## config.mk

```make
export PLATFORM = sky130hd
export DESIGN_NAME = wb_burst_master
export DESIGN_NICKNAME = d
export VERILOG_FILES = /design/src/rtl/wb_pkg.sv /design/src/rtl/wb_beat_timer.sv /design/src/rtl/wb_burst_master.sv
export SDC_FILE = /design/constraint.sdc
export NUM_CORES = 1
export LEC_CHECK = 0
export CAP_MARGIN = 30
export CORE_MARGIN = 2
export CORE_UTILIZATION = 48
export CTS_CLUSTER_SIZE = 10
export DETAILED_ROUTE_END_ITERATION = 8
export PLACE_DENSITY = 0.82
export SLEW_MARGIN = 20
export SYNTH_ARGS = -nofsm -noshare
export SYNTH_HDL_FRONTEND = slang
export SYNTH_SLANG_ARGS = --single-unit
```

## constraint.sdc

```tcl
create_clock -name sys_clk -period 6.3 [get_ports sys_clk]
set_input_delay 0.945 -clock sys_clk [delete_from_list [all_inputs] [get_ports sys_clk]]
set_output_delay 0.945 -clock sys_clk [all_outputs]
set_load 0.02 [all_outputs]
```

## src/rtl/wb_pkg.sv

```systemverilog
// Shared constants and types for the Wishbone burst master.
package wb_pkg;

   localparam logic [2:0] CTI_CLASSIC = 3'b000;
   localparam logic [2:0] CTI_INCR    = 3'b010;
   localparam logic [2:0] CTI_EOB     = 3'b111;

   localparam logic [1:0] BTE_LINEAR  = 2'b00;

   typedef enum logic [1:0] {
      IDLE,
      BURST,
      DONE
   } state_t;

endpackage

```

## src/rtl/wb_beat_timer.sv

```systemverilog
// Per-beat wait watchdog: down-counter reloaded with TIMEOUT, terminal count flags an abort.
module wb_beat_timer
   import wb_pkg::*;
#(
   parameter int TIMEOUT = 255
) (
   input  logic sys_clk,
   input  logic wb_rst_i,
   input  logic load,
   input  logic count_en,
   output logic expire
);

   localparam int TW = $clog2(TIMEOUT + 1);
   localparam logic [TW-1:0] T_LOAD = TW'(TIMEOUT);

   logic [TW-1:0] cnt;

   // Reload at the start of every beat; count down only on genuine wait cycles.
   always_ff @(posedge sys_clk) begin
      if (wb_rst_i || load) begin
         cnt <= T_LOAD;
      end else if (count_en && (cnt != '0)) begin
         cnt <= cnt - TW'(1);
      end
   end

   // The TIMEOUT-th consecutive wait cycle is the one that aborts.
   always_comb begin
      expire = count_en && (cnt == TW'(1));
   end

endmodule

```

## src/rtl/wb_burst_master.sv

```systemverilog
// Wishbone B3 incrementing-burst master: one command in, one burst out, done/err per command.
//
//   state | meaning
//   IDLE  | cmd_ready high, bus idle, waiting for a command
//   BURST | cyc high, beats issued until last ack, error or timeout
//   DONE  | bus released, done pulse (err flags an abort), back to IDLE
module wb_burst_master
   import wb_pkg::*;
#(
   parameter int DW        = 32,
   parameter int AW        = 26,
   parameter int MAX_BURST = 16,
   parameter int TIMEOUT   = 255,
   localparam int LW       = $clog2(MAX_BURST + 1),
   localparam int SW       = DW / 8
) (
   input  logic          sys_clk,
   input  logic          wb_rst_i,
   input  logic          cmd_valid,
   output logic          cmd_ready,
   input  logic [AW-1:0] cmd_addr,
   input  logic [LW-1:0] cmd_len,
   input  logic          cmd_we,
   input  logic          wd_valid,
   output logic          wd_ready,
   input  logic [DW-1:0] wd_data,
   input  logic [SW-1:0] wd_sel,
   output logic          rd_valid,
   output logic [DW-1:0] rd_data,
   output logic          rd_last,
   output logic          done,
   output logic          err,
   output logic          wb_cyc_o,
   output logic          wb_stb_o,
   output logic          wb_we_o,
   output logic [AW-1:0] wb_addr_o,
   output logic [DW-1:0] wb_dat_o,
   output logic [SW-1:0] wb_sel_o,
   output logic [2:0]    wb_cti_o,
   input  logic          wb_ack_i,
   input  logic          wb_err_i,
   input  logic [DW-1:0] wb_dat_i
);

   state_t        state, state_nx;
   logic [AW-1:0] addr_r;
   logic [LW-1:0] len_r;
   logic [LW-1:0] rem_r;
   logic          we_r;
   logic          err_r;
   logic          hold_v;
   logic [DW-1:0] hold_data;
   logic [SW-1:0] hold_sel;

   logic in_burst;
   logic accept;
   logic beat_ack;
   logic beat_err;
   logic last_beat;
   logic expire;
   logic abort;
   logic wd_take;

   // Bus handshake decode; err dominates ack, and either is ignored without stb.
   always_comb begin
      in_burst  = (state == BURST);
      cmd_ready = (state == IDLE);
      accept    = cmd_valid && cmd_ready;
      wb_cyc_o  = in_burst;
      wb_stb_o  = in_burst && (!we_r || hold_v);
      wb_we_o   = in_burst && we_r;
      beat_err  = wb_stb_o && wb_err_i;
      beat_ack  = wb_stb_o && wb_ack_i && !wb_err_i;
      last_beat = (rem_r == LW'(1));
      abort     = beat_err || expire;
      // Refill the hold register only while some beat still lacks data.
      wd_ready  = in_burst && we_r && (!hold_v || (beat_ack && !last_beat));
      wd_take   = wd_valid && wd_ready;
   end

   // Write data starvation stalls stb, so it never counts towards a timeout.
   wb_beat_timer #(
      .TIMEOUT (TIMEOUT)
   ) u_beat_timer (
      .sys_clk  (sys_clk),
      .wb_rst_i (wb_rst_i),
      .load     (accept || beat_ack),
      .count_en (wb_stb_o && !wb_ack_i && !wb_err_i),
      .expire   (expire)
   );

   // State register.
   always_ff @(posedge sys_clk) begin
      if (wb_rst_i) begin
         state <= IDLE;
      end else begin
         state <= state_nx;
      end
   end

   // Next-state logic and completion outputs.
   always_comb begin
      state_nx = state;
      done     = 1'b0;
      err      = 1'b0;
      case (state)
         IDLE: begin
            if (accept) begin
               state_nx = BURST;
            end
         end
         BURST: begin
            if (abort || (beat_ack && last_beat)) begin
               state_nx = DONE;
            end
         end
         DONE: begin
            done     = 1'b1;
            err      = err_r;
            state_nx = IDLE;
         end
         default: state_nx = IDLE;
      endcase
   end

   // Command latch, address walk and remaining-beat count.
   always_ff @(posedge sys_clk) begin
      if (wb_rst_i) begin
         addr_r <= '0;
         len_r  <= '0;
         rem_r  <= '0;
         we_r   <= 1'b0;
         err_r  <= 1'b0;
      end else if (accept) begin
         addr_r <= cmd_addr;
         len_r  <= (cmd_len == '0) ? LW'(1) : cmd_len;
         rem_r  <= (cmd_len == '0) ? LW'(1) : cmd_len;
         we_r   <= cmd_we;
         err_r  <= 1'b0;
      end else if (in_burst && abort) begin
         rem_r  <= '0;
         err_r  <= 1'b1;
      end else if (beat_ack) begin
         addr_r <= addr_r + AW'(SW);
         rem_r  <= rem_r - LW'(1);
      end
   end

   // One-entry write hold register, flushed whenever no burst is running.
   always_ff @(posedge sys_clk) begin
      if (wb_rst_i || !in_burst || abort) begin
         hold_v    <= 1'b0;
         hold_data <= '0;
         hold_sel  <= '0;
      end else if (wd_take) begin
         hold_v    <= 1'b1;
         hold_data <= wd_data;
         hold_sel  <= wd_sel;
      end else if (beat_ack) begin
         hold_v    <= 1'b0;
      end
   end

   // Read beats are forwarded one cycle after their ack.
   always_ff @(posedge sys_clk) begin
      if (wb_rst_i) begin
         rd_valid <= 1'b0;
         rd_last  <= 1'b0;
         rd_data  <= '0;
      end else begin
         rd_valid <= beat_ack && !we_r;
         rd_last  <= beat_ack && !we_r && last_beat;
         if (beat_ack && !we_r) begin
            rd_data <= wb_dat_i;
         end
      end
   end

   // Bus-side address, data, byte enables and cycle type.
   always_comb begin
      wb_addr_o = addr_r;
      wb_dat_o  = hold_data;
      wb_sel_o  = '0;
      wb_cti_o  = CTI_CLASSIC;
      if (in_burst) begin
         wb_sel_o = we_r ? hold_sel : '1;
         if (len_r != LW'(1)) begin
            wb_cti_o = last_beat ? CTI_EOB : CTI_INCR;
         end
      end
   end

endmodule

```

==> summary.txt, run 1 <==
STA
  – Fin crit period: 4.12 ns
  – RSZ-0062 raised after global routing: no
  – Fin crit share: 65.3%
  – Pins Over Slew Limit: 0
  – Hold Fails Final Rpt: 0
  – Final clock skew: 0.00839 ns
  – Worst-margin pin slew: 0.913 ns
  – Slew headroom: 38.6%
  – PnR worst setup slack: 2.18 ns
  – Post-route setup TNS: 0 ns
  – Max Clock Freq: 243 MHz
  – Final setup fails: 0

Clock network
  – Max clock buf depth: 2
  – Num Clock Sinks: 119
  – CTS Buf Count: 17
  – Worst-skew pair later-pin latency: 0.41 ns
  – Htree depth: 4
  – Clk slew on worst S/H paths: 0.05 ns
  – CTS tree: done
  – Post-CTS setup buffers: 0
  – Root Driver: clkbuf_16
  – Cts hold-fix bufs: 0
  – Post_cts resized: 0

Finish
  – Most common cell after layout, fill and taps aside: clkdlybuf4s50_1
  – FILL cells: 865
  – Share of post-route cells with drive strength above 1: 6.30%
  – Layout area overhead: 49.4%
  – Fin nets: 972
  – Most frequent cells in the layout: 210 x clkdlybuf4s50_1, 119 x dfxtp_1, 94 x nand2_1
  – Antenna Cells: 0

Synthesis
  – Post-synthesis cell type count: 55
  – Synthesized flop and latch total: 119
  – Post-Syn Area: 0.00554 mm^2
  – Syn_nets: 789
  – Post-Synth Adder-Cell Area: 1.36%
  – Number of flops mapped to enable cells by yosys: 0
  – Xor/xnor share of the synthesized area: 0.316%
  – Largest family of logic cells by synthesized area: simple AND/OR/NAND/NOR gates
  – Mux cell area share after synthesis: 0.542%
  – Avg Synthesized Cell Area: 8.18 um^2
  – Async S/R FF share, synth: 0%
  – Synthesis warning total: 0
  – Top_reg_cell synth: dfxtp_1
  – Synth Area in Simple Gates: 24.3%
  – Compound-gate portion of the synthesized area: 24.3%
  – Synth Instances: 677
  – Sequential area share after synthesis: 43.0%

Setup path
  – CP max stage delay: 0.58 ns
  – Worst r2r path cells: 8
  – WP data required: 5.35 ns
  – Arrival @ worst endpoint: 3.17 ns
  – Stages on the worst setup path: 7
  – CP Buf/Inv Count: 5
  – Crit path launch type: flip-flop
  – Crit path max-delay family: buffers and inverters
  – Worst Path Max Fanout: 38
  – Critical Path Sink Type: output pin
  – Slowest CP cell: clkdlybuf4s50_1
  – Crit Path Category: flip-flop to output pin
  – Critical path, cell by cell: nand2b_2 > clkinv_1 > nand2_1 > buf_4 > inv_1 > buf_8 > clkdlybuf4s50_1

Floorplanning
  – Core area: 0.0113 mm^2
  – Die area: 0.0124 mm^2
  – Die width: 111 um
  – Row count: 39
  – Starting Density: 48.9%
  – Die height: 111 um
  – Total I/O pin count: 212

Routing
  – Detailed Route WL: 17.8 mm
  – Via count: 6,155
  – DRC viols: 0
  – Drt pass-1 iters: 5
  – Routed len/inst: 17.6 um
  – DR iter-0 viols: 629
  – Final ANT Viol Nets: 0
  – Drt via density: 6.06

Global route
  – Largest net degree at the start of global routing: 72
  – GRT overflow: 0
  – Gr usage total: 28.1%
  – Initial antenna violation count: 0
  – Number of global-route vias before repair: 5,814
  – GR Util met2: 45.9%
  – M1 GR Usage: 35.8%
  – GRT Max-Usage Layer: met2
  – Met3 usage: 7.57%
  – Global-route wire length before repair: 28.8 mm

Power and ir drop
  – Cell Pwr Density: 251 mW/mm^2
  – Power Total: 2.08 mW
  – Leakage Power: 2.71 nW
  – IR Drop Worst-Case VDD: 0.000202 V

Placement
  – Buffers on Ports: 211
  – GP Congestion: 0.839
  – HPWL after DPL: 12.0 mm
  – Place WS: 2.34 ns

Min path
  – Hold path cells: 2
  – Min-Delay Path Class: flip-flop to flip-flop

Run
  – Max Cap Viol: 0

Run status
  – Status: finished clean
## kinds of logic (layout without fill, tap and decap cells)
family / Yosys count / after routing
simple gates: 259 / 259
compound gates: 208 / 208
flops: 119 / 119
buf+inv: 80 / 276
fa+ha+maj: 6 / 6
mux: 3 / 3
xor+xnor: 2 / 2
## where the power goes
part	internal (mW)	total, mW	switching, mW
sequential	0.787	0.827	0.0397
combinational	0.169	0.349	0.180
clock	0.561	0.904	0.342
## cells in the mapped netlist (2+ instances only)
| cell type | count | area, um^2 |
|---|---|---|
| inv_1 | 18 | 67.6 |
| nor2_1 | 34 | 128 |
| ha_1 | 6 | 75.1 |
| or4_1 | 20 | 150 |
| nor2b_1 | 2 | 12.5 |
| o211ai_1 | 2 | 15.0 |
| buf_1 | 4 | 15.0 |
| nand2b_1 | 4 | 25.0 |
| and2_1 | 5 | 31.3 |
| nor4b_1 | 3 | 26.3 |
| a211oi_1 | 9 | 67.6 |
| dfxtp_1 | 119 | 2380 |
| and3_1 | 9 | 56.3 |
| nand2_1 | 94 | 353 |
| a2111oi_0 | 3 | 26.3 |
| nand3_1 | 10 | 50.1 |
| a31oi_1 | 4 | 25.0 |
| o211a_1 | 2 | 20.0 |
| o31ai_1 | 49 | 368 |
| o21ai_0 | 16 | 80.1 |
| a311oi_1 | 19 | 166 |
| a21oi_1 | 87 | 435 |
| or4_4 | 2 | 22.5 |
| xnor2_1 | 2 | 17.5 |
| o32ai_1 | 3 | 26.3 |
| buf_6 | 5 | 56.3 |
| clkbuf_1 | 49 | 184 |
| or3_1 | 9 | 56.3 |
| or4b_2 | 2 | 20.0 |
| nor4_1 | 9 | 56.3 |
| mux2i_1 | 3 | 30.0 |
| a32oi_1 | 2 | 17.5 |
| nor3_1 | 6 | 30.0 |
| clkinv_1 | 2 | 7.51 |
| nand4_1 | 44 | 275 |
## through the flow
step	std cells	area [um^2]	utilization [%]	hold slack (ns)
floorplan	677	5540	-	0.429
global placement	980	7640	67.5	0.442
detailed placement	983	7700	68.0	0.448
CTS	1015	8260	72.9	0.456
global route	1016	8270	73.1	0.472
finish	1016	8270	73.1	0.455
## worst paths after layout
path,from,endpoint,slack (ns)
max,state[1]$_SDFFE_PP0P_,wb_we_o,2.18
min,rd_data[2]$_SDFFE_PP0P_,rd_data[2]$_SDFFE_PP0P_,0.45
max reg2reg,state[1]$_SDFFE_PP0P_,wb_dat_o[11]$_SDFFE_PP0P_,3.78
min reg2reg,rd_data[2]$_SDFFE_PP0P_,rd_data[2]$_SDFFE_PP0P_,0.45
## metal layers
layer | vias up | part of all wire, % | routed length (um)
met4 | 0 | 2.0 | 363
met3 | 34 | 9.0 | 1600
met2 | 320 | 48 | 8490
met1 | 2894 | 41 | 7400
met5 | - | 0 | 0
li1 | 2907 | - | -
## registers in the layout, indices dropped and copies added, names as in the netlist
signal / flops
rd_data: 32
wb_dat_o: 32
wb_addr_o: 26
u_beat_timer.cnt: 8
len_r: 5
rem_r: 5
hold_sel: 4
state: 2
err_r: 1
hold_v: 1
rd_last: 1
rd_valid: 1
we_r: 1
## cell type report
class / count / area [um^2] / area share, %
Tap cell: 143 / 179 / 2.16
Timing Repair Buffer: 224 / 2250 / 27.2
Inverter: 20 / 75.1 / 0.907
Multi-Input combinational cell: 478 / 2830 / 34.2
Clock inverter: 11 / 101 / 1.23
Sequential cell: 119 / 2380 / 28.8
Clock buffer: 21 / 460 / 5.57
## worst min-delay path: cells and delay by family (launching register included)
kind               cells  cell delay, ns
DFF                    1            0.31
and+or+nand+nor        1            0.05
AOI/OAI and AO/OA      1            0.05
No activity file was read; power rests on OpenSTA's default activity.
==> inputs of run 2 (changes only) <==
- CORE_UTILIZATION: 48 -> 40
- PLACE_DENSITY: 0.82 -> 0.73
- clock period: 6.3 -> 3.4 ns (I/O delays scaled with it)
==> summary.txt, run 2 (synthesis gave the netlist of run 1 again) <==
Placement
  – Placed cell areas: 0.00774 mm^2 (+0.57%)
  – Dpl cells: 1,020 (+3.8%)
  – HPWL after DPL: 12.3 mm (+2.6%)
  – GP Congestion: 0.827 (-1.5%)
  – Buffers on Ports: 211 (unchanged)

STA
  – Max Clock Freq: 320 MHz
  – Final setup fails: 0 (unchanged)
  – Final clock skew: 0.00825 ns (-0.000147 ns)
  – Fin crit share: 91.8%
  – Hold Fails Final Rpt: 0 (unchanged)
  – Pins Over Slew Limit: 0 (unchanged)
  – Worst-margin pin slew: 0.818 ns (-0.0946 ns)
  – Slew headroom: 45.1% (+6.5 points)
  – Fin crit period: 3.12 ns
  – RSZ-0062 raised after global routing: no
  – Post-route setup TNS: 0 ns (unchanged)

Floorplanning
  – Die width: 122 um (+9.2%)
  – Total I/O pin count: 212 (unchanged)
  – Core area: 0.0134 mm^2 (+18%)
  – Die area: 0.0148 mm^2 (+19%)
  – Row count: 42 (+7.7%)
  – Die height: 122 um (+9.2%)
  – Starting Density: 41.3% (-7.6 points)

Clock network
  – CTS tree: done
  – Root Driver: clkbuf_16
  – Cts hold-fix bufs: 0 (unchanged)
  – Htree depth: 4 (unchanged)
  – Post_cts resized: 0 (unchanged)
  – Post-CTS setup buffers: 0 (unchanged)
  – Max clock buf depth: 2 (unchanged)
  – Worst-skew pair later-pin latency: 0.41 ns (about the same)
  – CTS Buf Count: 17 (unchanged)
  – Num Clock Sinks: 119 (unchanged)
  – Clk slew on worst S/H paths: 0.05 ns (about the same)

Setup path
  – Worst Path Max Fanout: 20 (-47%)
  – Crit Path Category: flip-flop to output pin
  – Crit path launch type: flip-flop
  – CP max stage delay: 0.57 ns (about the same)
  – Slowest CP cell: clkdlybuf4s50_1
  – Critical path, cell by cell: nand2b_2 > clkinv_1 > nand2_1 > buf_4 > nor2_1 > clkdlybuf4s50_1
  – FF-to-FF setup slack: 1.02 ns (-2.76 ns)
  – Critical Path Sink Type: output pin
  – Arrival @ worst endpoint: 2.61 ns (-0.56 ns)
  – WP data required: 2.89 ns (-2.46 ns)

Global route
  – Largest net degree at the start of global routing: 55 (-24%)
  – Number of global-route vias before repair: 5,630 (-3.2%)
  – GRT overflow: 0 (unchanged)
  – Initial antenna violation count: 0 (unchanged)
  – Gr usage total: 23.5% (-4.6 points)
  – Global-route wire length before repair: 27.9 mm (-3.0%)

Power and ir drop
  – IR Drop Worst-Case VDD: 0.000266 V (+31%)
  – Psw: 1.06 mW (+89%)
  – Seq pwr share: 38.2% (-1.6 points)
  – Combinational power share: 15.8% (-1.0 points)
  – Clock Power Share: 46.0% (+2.5 points)
  – Cell Pwr Density: 480 mW/mm^2 (+91%)
  – Leakage Power: 2.74 nW (+1.1%)
  – Switching part of the total power: 26.6% (-0.48 points)
  – Pint: 2.94 mW (+94%)

Min path
  – Min-Delay Path Class: flip-flop to flip-flop

Routing
  – Drt pass-1 iters: 5 (unchanged)
  – Drt via density: 5.71 (-5.7%)
  – Routed len/inst: 16.8 um (-4.4%)
  – Detailed Route WL: 17.7 mm (-1.0%)
  – DRC viols: 0 (unchanged)
  – Via count: 6,011 (-2.3%)
  – Final ANT Viol Nets: 0 (unchanged)
  – DR iter-0 viols: 353 (-44%)

Finish
  – Layout area overhead: 50.8%
  – Fin nets: 975 (+0.31%)
  – Most frequent cells in the layout: 210 x clkdlybuf4s50_1, 119 x dfxtp_1, 94 x nand2_1
  – FILL cells: 1,156 (+34%)
  – Core Util, Final: 62.3% (-11 points)
  – Antenna Cells: 0 (unchanged)
  – Final Non-Filler Cells: 1,052 (+3.5%)
  – Final Cell Area: 0.00835 mm^2 (+0.98%)
  – Most common cell after layout, fill and taps aside: clkdlybuf4s50_1
  – Share of post-route cells with drive strength above 1: 6.74% (+0.44 points)

Run status
  – Status: finished clean

Run
  – Max Cap Viol: 0 (unchanged)
[run 2: routing by layer]
layer  share of wire (%)  GRT usage (%)
met5                   0              0
met4                 1.3           6.61
met3                 9.9           8.90
met2                  47           38.3
met1                  42           29.1
[run 2: worst paths after layout]
kind / from / to / cells past startpoint
setup reg to reg: state[0]$_SDFFE_PP0P_ / wb_addr_o[13]$_SDFFE_PP0P_ / 4
hold / removal: err_r$_SDFFE_PP0P_ / err_r$_SDFFE_PP0P_ / 2
setup / recovery: state[1]$_SDFFE_PP0P_ / wd_ready / 6
hold reg to reg: err_r$_SDFFE_PP0P_ / err_r$_SDFFE_PP0P_ / 2
[run 2: critical path, delay by kind of cell, from the launching register on]
kind	cells	cell delay, ns
buffers and inverters	3	1.16
and+or+nand+nor	3	0.61
DFF	1	0.44
[run 2: power groups by stage]
stage	sequential (mW)	combinational (mW)	clock [mW]
finish	1.53	0.632	1.84
global route	1.54	0.681	1.96
CTS	1.53	0.634	1.88
detailed placement	1.56	0.630	0
global placement	1.56	0.623	0
floorplan	1.59	0.268	0
[run 2: final cells by class]
| cell class | instances | area (um^2) | area share (%) |
|---|---|---|---|
| clock buffer | 19 | 443 | 5.30 |
| clock inverter | 13 | 171 | 2.05 |
| inverter | 20 | 75.1 | 0.899 |
| multi-input combinational | 478 | 2830 | 33.8 |
| sequential | 119 | 2380 | 28.5 |
| tap | 176 | 220 | 2.64 |
| timing repair buffer | 227 | 2230 | 26.7 |
[run 2: metrics by stage]
step	worst slack, ns	hold WS [ns]	power, mW
floorplan	1.13	0.429	1.86
CTS	0.256	0.451	4.05
finish	0.277	0.450	4.01
global route	0.0530	0.473	4.18
detailed placement	0.510	0.443	2.19
global placement	0.536	0.440	2.18
